===== src/rtl/mandelbrot_pkg.sv =====
// mandelbrot_pkg: shared state encoding and default widths for the pixel scheduler.
package mandelbrot_pkg;
    localparam int DEF_WIDTH    = 27;
    localparam int DEF_FBITS    = 23;
    localparam int PIXEL_DATA_W = 32;
    localparam int COORD_IDX_W  = 10;
    typedef enum logic [1:0] {IDLE, ISSUE, WAIT, WRITE} state_t;
endpackage


===== src/rtl/mandelbrot_coord_stepper.sv =====
// mandelbrot_coord_stepper: raster x/y, complex coordinate and framebuffer address walker.
module mandelbrot_coord_stepper import mandelbrot_pkg::*; #(
    parameter int WIDTH  = DEF_WIDTH,
    parameter int H_RES  = 640,
    parameter int V_RES  = 480,
    parameter int ADDR_W = 19
) (
    input  logic                   clk,
    input  logic                   rst_n,
    input  logic                   load,
    input  logic                   advance,
    input  logic [WIDTH-1:0]       x_min,
    input  logic [WIDTH-1:0]       y_max,
    input  logic [WIDTH-1:0]       step,
    output logic [COORD_IDX_W-1:0] x,
    output logic [COORD_IDX_W-1:0] y,
    output logic [WIDTH-1:0]       re,
    output logic [WIDTH-1:0]       im,
    output logic [ADDR_W-1:0]      addr,
    output logic                   last
);
    logic [WIDTH-1:0] x_min_q, step_q;
    logic x_end, y_end;
    assign x_end = x == COORD_IDX_W'(H_RES - 1);
    assign y_end = y == COORD_IDX_W'(V_RES - 1);
    assign last  = x_end && y_end;
    // advance is never issued on the last pixel, so y cannot run past V_RES-1
    always_ff @(posedge clk or negedge rst_n) begin
        if (!rst_n) begin
            x_min_q <= '0;
            step_q  <= '0;
            x       <= '0;
            y       <= '0;
            re      <= '0;
            im      <= '0;
            addr    <= '0;
        end else if (load) begin
            x_min_q <= x_min;
            step_q  <= step;
            x       <= '0;
            y       <= '0;
            re      <= x_min;
            im      <= y_max;
            addr    <= '0;
        end else if (advance) begin
            addr <= addr + 1'b1;
            x    <= x_end ? '0 : x + 1'b1;
            y    <= x_end ? y + 1'b1 : y;
            re   <= x_end ? x_min_q : re + step_q;
            im   <= x_end ? im - step_q : im;
        end
    end
endmodule


===== src/rtl/mandelbrot_pixel_scheduler.sv =====
// mandelbrot_pixel_scheduler: issues raster-order jobs to mandelbrot_core and writes results out.
// MANDELBROT_SCHED_PERF_EN adds a saturating frame_cycles counter output.
module mandelbrot_pixel_scheduler import mandelbrot_pkg::*; #(
    parameter int WIDTH  = DEF_WIDTH,
    parameter int FBITS  = DEF_FBITS,
    parameter int H_RES  = 640,
    parameter int V_RES  = 480,
    parameter int ADDR_W = 19
) (
    input  logic                    clk,
    input  logic                    rst_n,
    input  logic                    frame_start,
    input  logic                    frame_abort,
    input  logic [WIDTH-1:0]        x_min,
    input  logic [WIDTH-1:0]        y_max,
    input  logic [WIDTH-1:0]        step,
    output logic                    core_start,
    output logic [COORD_IDX_W-1:0]  core_pixel_x,
    output logic [COORD_IDX_W-1:0]  core_pixel_y,
    output logic [WIDTH-1:0]        core_real,
    output logic [WIDTH-1:0]        core_imag,
    input  logic                    core_busy,
    input  logic                    core_done,
    input  logic [PIXEL_DATA_W-1:0] core_pixel_data,
    output logic                    wr_valid,
    input  logic                    wr_ready,
    output logic [ADDR_W-1:0]       wr_addr,
    output logic [PIXEL_DATA_W-1:0] wr_data,
    output logic                    frame_busy,
    output logic                    frame_done
`ifdef MANDELBROT_SCHED_PERF_EN
    ,
    output logic [31:0]             frame_cycles
`endif
);
    if (FBITS >= WIDTH || (H_RES * V_RES - 1) >= (1 << ADDR_W)) begin : g_cfg_err
        $error("mandelbrot_pixel_scheduler: FBITS or ADDR_W out of range");
    end
    state_t state;
    logic load, advance, last;
    assign load    = state == IDLE && frame_start;
    assign advance = state == WRITE && wr_ready && !frame_abort && !last;
    mandelbrot_coord_stepper #(.WIDTH(WIDTH), .H_RES(H_RES), .V_RES(V_RES), .ADDR_W(ADDR_W)) u_stepper (
        .clk(clk),
        .rst_n(rst_n),
        .load(load),
        .advance(advance),
        .x_min(x_min),
        .y_max(y_max),
        .step(step),
        .x(core_pixel_x),
        .y(core_pixel_y),
        .re(core_real),
        .im(core_imag),
        .addr(wr_addr),
        .last(last)
    );
    // abort outranks every in-state transition; core_done outside WAIT is never looked at
    always_ff @(posedge clk or negedge rst_n) begin
        if (!rst_n) begin
            state      <= IDLE;
            core_start <= 1'b0;
            wr_valid   <= 1'b0;
            wr_data    <= '0;
            frame_busy <= 1'b0;
            frame_done <= 1'b0;
        end else begin
            core_start <= 1'b0;
            frame_done <= 1'b0;
            if (frame_abort && state != IDLE) begin
                state      <= IDLE;
                wr_valid   <= 1'b0;
                frame_busy <= 1'b0;
            end else begin
                case (state)
                    IDLE: if (frame_start) begin
                        frame_busy <= 1'b1;
                        core_start <= 1'b1;
                        state      <= ISSUE;
                    end
                    ISSUE: state <= WAIT;
                    WAIT: if (core_done && !core_busy) begin
                        wr_data  <= core_pixel_data;
                        wr_valid <= 1'b1;
                        state    <= WRITE;
                    end
                    WRITE: if (wr_ready) begin
                        wr_valid   <= 1'b0;
                        frame_done <= last;
                        frame_busy <= !last;
                        core_start <= !last;
                        state      <= last ? IDLE : ISSUE;
                    end
                    default: state <= IDLE;
                endcase
            end
        end
    end
`ifdef MANDELBROT_SCHED_PERF_EN
    always_ff @(posedge clk or negedge rst_n) begin
        if (!rst_n)
            frame_cycles <= '0;
        else if (load)
            frame_cycles <= '0;
        else if (frame_busy && frame_cycles != '1)
            frame_cycles <= frame_cycles + 1'b1;
    end
`endif
endmodule


===== config.mk =====
export PLATFORM = sky130hd
export DESIGN_NAME = mandelbrot_pixel_scheduler
export DESIGN_NICKNAME = d
export VERILOG_FILES = /design/src/rtl/mandelbrot_pkg.sv /design/src/rtl/mandelbrot_coord_stepper.sv /design/src/rtl/mandelbrot_pixel_scheduler.sv
export SDC_FILE = /design/constraint.sdc
export NUM_CORES = 1
export LEC_CHECK = 0
export BUFFER_PORTS_ARGS = -buffer_cell sky130_fd_sc_hd__buf_2
export CORE_ASPECT_RATIO = 1.1
export CORE_UTILIZATION = 25
export DETAILED_ROUTE_END_ITERATION = 12
export PLACE_DENSITY = 0.46
export SLEW_MARGIN = 20
export SYNTH_ARGS = -nofsm -noshare
export SYNTH_HDL_FRONTEND = slang
export SYNTH_SLANG_ARGS = --single-unit

===== constraint.sdc =====
create_clock -name clk -period 7.5 [get_ports clk]
set_input_delay 1.125 -clock clk [delete_from_list [all_inputs] [get_ports clk]]
set_output_delay 1.125 -clock clk [all_outputs]
set_load 0.01 [all_outputs]

==> impl_results.md <==
* Area Growth Syn to Fin at 22.9%
* Hold Path Class: register to register
* GP Congestion at 0.833
* Cells after synthesis at 1199
* Slew Viols, Final at 0
* Post-synth EDFFs at 0
* Detailed-route vias per instance at 4.71
* Crit. End Element: register
* First-pass DRT Iterations at 5
* #FFs+latches synth at 185
* Hold buffers post-CTS at 0
* Vias in the first global route at 9539
* Finished Layout Cells at 2004
* Post-Synth XOR/XNOR Area at 5.30%
* Die height at 219 um
* Main area contributors after synthesis: dfrtp_1 (43%), nand2_1 (7.1%), ha_1 (6.8%), a21oi_1 (5.0%), o21ai_0 (4.0%)
* Die ar. at 43800 um^2
* Peak VDD IR at 207 uV
* Dpl ws at 4.04 ns
* Hold_ws at 0.477 ns
* Synth Net Count at 1379
* Iter 0 DRT Violations at 469
* Final instance area at 13200 um^2
* Pwr Density at 446 nW/um^2
* Worst-skew pair later-pin latency at 0.49 ns
* FFs w/ async S/R, synth at 100%
* Crit start category: register
* DRC at 0
* Mux cell area share after synthesis at 3.65%
* Number of port buffers at 248
* Gr ovfl total at 0
* Synth cell types at 69
* Site Rows at 79
* DP HPWL at 26.0 mm
* Final hold violation count at 0
* Critical Path AT at 3.88 ns
* Antenna violations before repair at 2
* Yosys top cell by area: dfrtp_1
* CTS Buffer Depth at 2
* Worst clock skew at 0.0300 ns
* Compound-Gate Fraction of Synth Area at 18.2%
* Syn avg cell area at 8.96 um^2
* Largest net degree at the start of global routing at 87
* Main synth FF type: dfrtp_1
* Final WL at 34.6 mm
* Crit share post-route at 46.6%
* CTS tree: built
* Placed cell count at 1970
* Post-Route Utilization at 31.2%
* Ys Warns at 0
* Post-Synth Adder-Cell Area at 7.13%
* Max Cap Viol at 0
* PnR worst setup slack at 4.01 ns
* Final ANT Viol Nets at 0
* Fin nets at 1602
* Htree depth at 4
* Register area share after synthesis at 43.1%
* Worst relative slew slack at 42.0%
* Critical Path RT at 7.89 ns
* Wire per inst at 17.3 um
* Min cycle time layout at 3.49 ns
* Core ar. at 42300 um^2
* Resized cells post-CTS at 0
* Worst Max-Slew Pin Slew at 0.871 ns
* Mapped Area at 10700 um^2
* Clk sinks at 185
* Outcome: finished clean
* Routed via count at 9441
* Postcts setup bufs at 0
* IO Pins at 249
* Reg-to-reg slack, setup at 4.01 ns
* First-pass GRT wire length at 54.1 mm
* RSZ-0062 raised after global routing: no
* PnR Total Power at 5.89 mW
* Critical path fanouts, max at 43
* Critical path type: register to register
* Initial Util at 25.4%
* Reg clk slew, reported paths at 0.09 ns
* Share of layout cells above drive strength 1 at 24.1%
* Die X at 200 um
* Leak pwr at 6.44 nW
* Synth top area share at 43.1%
* Placed Area at 12600 um^2
* GRT Overall Usage at 16.3%
* Largest family of logic cells by synthesized area: simple AND/OR/NAND/NOR gates
* Clock Tree Root: clkbuf_16
* Peak Freq at 286 MHz
* Final setup fails at 0
* Post-Synth Simple-Gate Area at 18.8%
* Setup TNS at 0 ns
* CTS Buf Count at 17
[kinds of logic (layout without fill, tap and decap cells)]
family / count (synthesis) / after routing
simple gates: 436 / 436
mux: 35 / 35
flops: 185 / 185
fa+ha+maj: 60 / 60
buf+inv: 101 / 337
xor+xnor: 65 / 65
other cells: 0 / 2
compound gates: 317 / 317
[path summary, 6_finish.rpt]
| kind | depth (start not counted) | end | start |
|---|---|---|---|
| setup / recovery | 10 | u_stepper.y[9] | u_stepper.x[0] |
| hold / removal | 2 | u_stepper.x_min_q[26] | u_stepper.x_min_q[26] |
| setup reg to reg | 10 | u_stepper.y[9] | u_stepper.x[0] |
| hold reg to reg | 2 | u_stepper.x_min_q[26] | u_stepper.x_min_q[26] |
| max in group asynchronous | 2 | u_stepper.x_min_q[19] | rst_n |
| min in group asynchronous | 1 | wr_data[26] | rst_n |
[worst max-delay path, cell delays in order (launching register included)]
cell      delay (ns)
dfrtp_1         0.48
ha_1            0.27
and4bb_1        0.25
nand4_2         0.55
or3_1           0.57
buf_4           0.27
nand2_4         0.17
and3_4          0.22
nand4_2         0.13
or3_1           0.33
a21oi_1         0.14
[registers in the layout, summed over array words and instances (netlist names)]
name and count:
u_stepper.x_min_q 27, u_stepper.addr 19, u_stepper.y 10, frame_done 1, u_stepper.re 27, core_start 1, wr_data 32, wr_valid 1
u_stepper.im 27, u_stepper.x 10, u_stepper.step_q 27, state 2, frame_busy 1
[per-layer routing]
| layer | wire [um] | track usage [%] |
|---|---|---|
| met3 | 1150 | 2.77 |
| met4 | 910 | 6.79 |
| met1 | 16100 | 21.1 |
| met2 | 16400 | 26.6 |
| met5 | 0 | 0 |
[Yosys cell counts (3+ instances only)]
cell type	instances
a21o_1	31
o211ai_1	10
or3_1	12
inv_1	45
nor4b_1	3
a2111oi_0	3
nand3_1	21
o311ai_0	3
o21bai_1	3
nor2_1	93
mux2_2	33
nor2b_1	10
nor3_1	12
and3_1	27
a211o_1	4
xnor2_1	25
and2_1	3
buf_4	3
nand2b_1	7
clkbuf_1	39
nor3b_1	5
a31o_2	5
nand4_1	21
dfrtp_1	185
buf_2	8
xor2_1	40
ha_1	58
o21ai_0	85
o21a_1	8
nand3b_1	4
a211oi_1	7
o31ai_1	6
o221ai_1	8
nand2_1	202
buf_1	4
a21oi_1	108
a31oi_1	12
[where the power goes]
part           switching [mW]  internal, mW  leakage [nW]  total (mW)
registers               0.326          1.38          2.33        1.71
logic                    1.86          1.36          3.81        3.22
clock network           0.484         0.483         0.299       0.967
total                    2.67          3.22          6.44        5.89
[final cells by class]
cell class | instances | area (um^2)
Multi-Input combinational cell | 913 | 5710
Timing Repair Buffer | 260 | 1340
Inverter | 45 | 169
Sequential cell | 185 | 4630
Antenna cell | 2 | 5.00
Tap cell | 567 | 709
Clock buffer | 17 | 425
Fill cell | 4592 | 29100
Clock inverter | 15 | 204
[cells in the final DEF (no fill, tap or decap), types with 11 or more instances in the layout]
master	count
and3_1	27
mux2_2	33
a21oi_1	108
nor3_1	11
nand4_1	21
buf_2	247
a31oi_1	12
nand2_1	201
a21o_1	31
dfrtp_1	185
nor2_1	92
clkbuf_16	17
xor2_1	40
buf_4	12
o21ai_0	85
ha_1	58
xnor2_1	25
inv_1	45
or3_1	12
nand3_1	21
No activity file was read; power rests on OpenSTA's default activity.
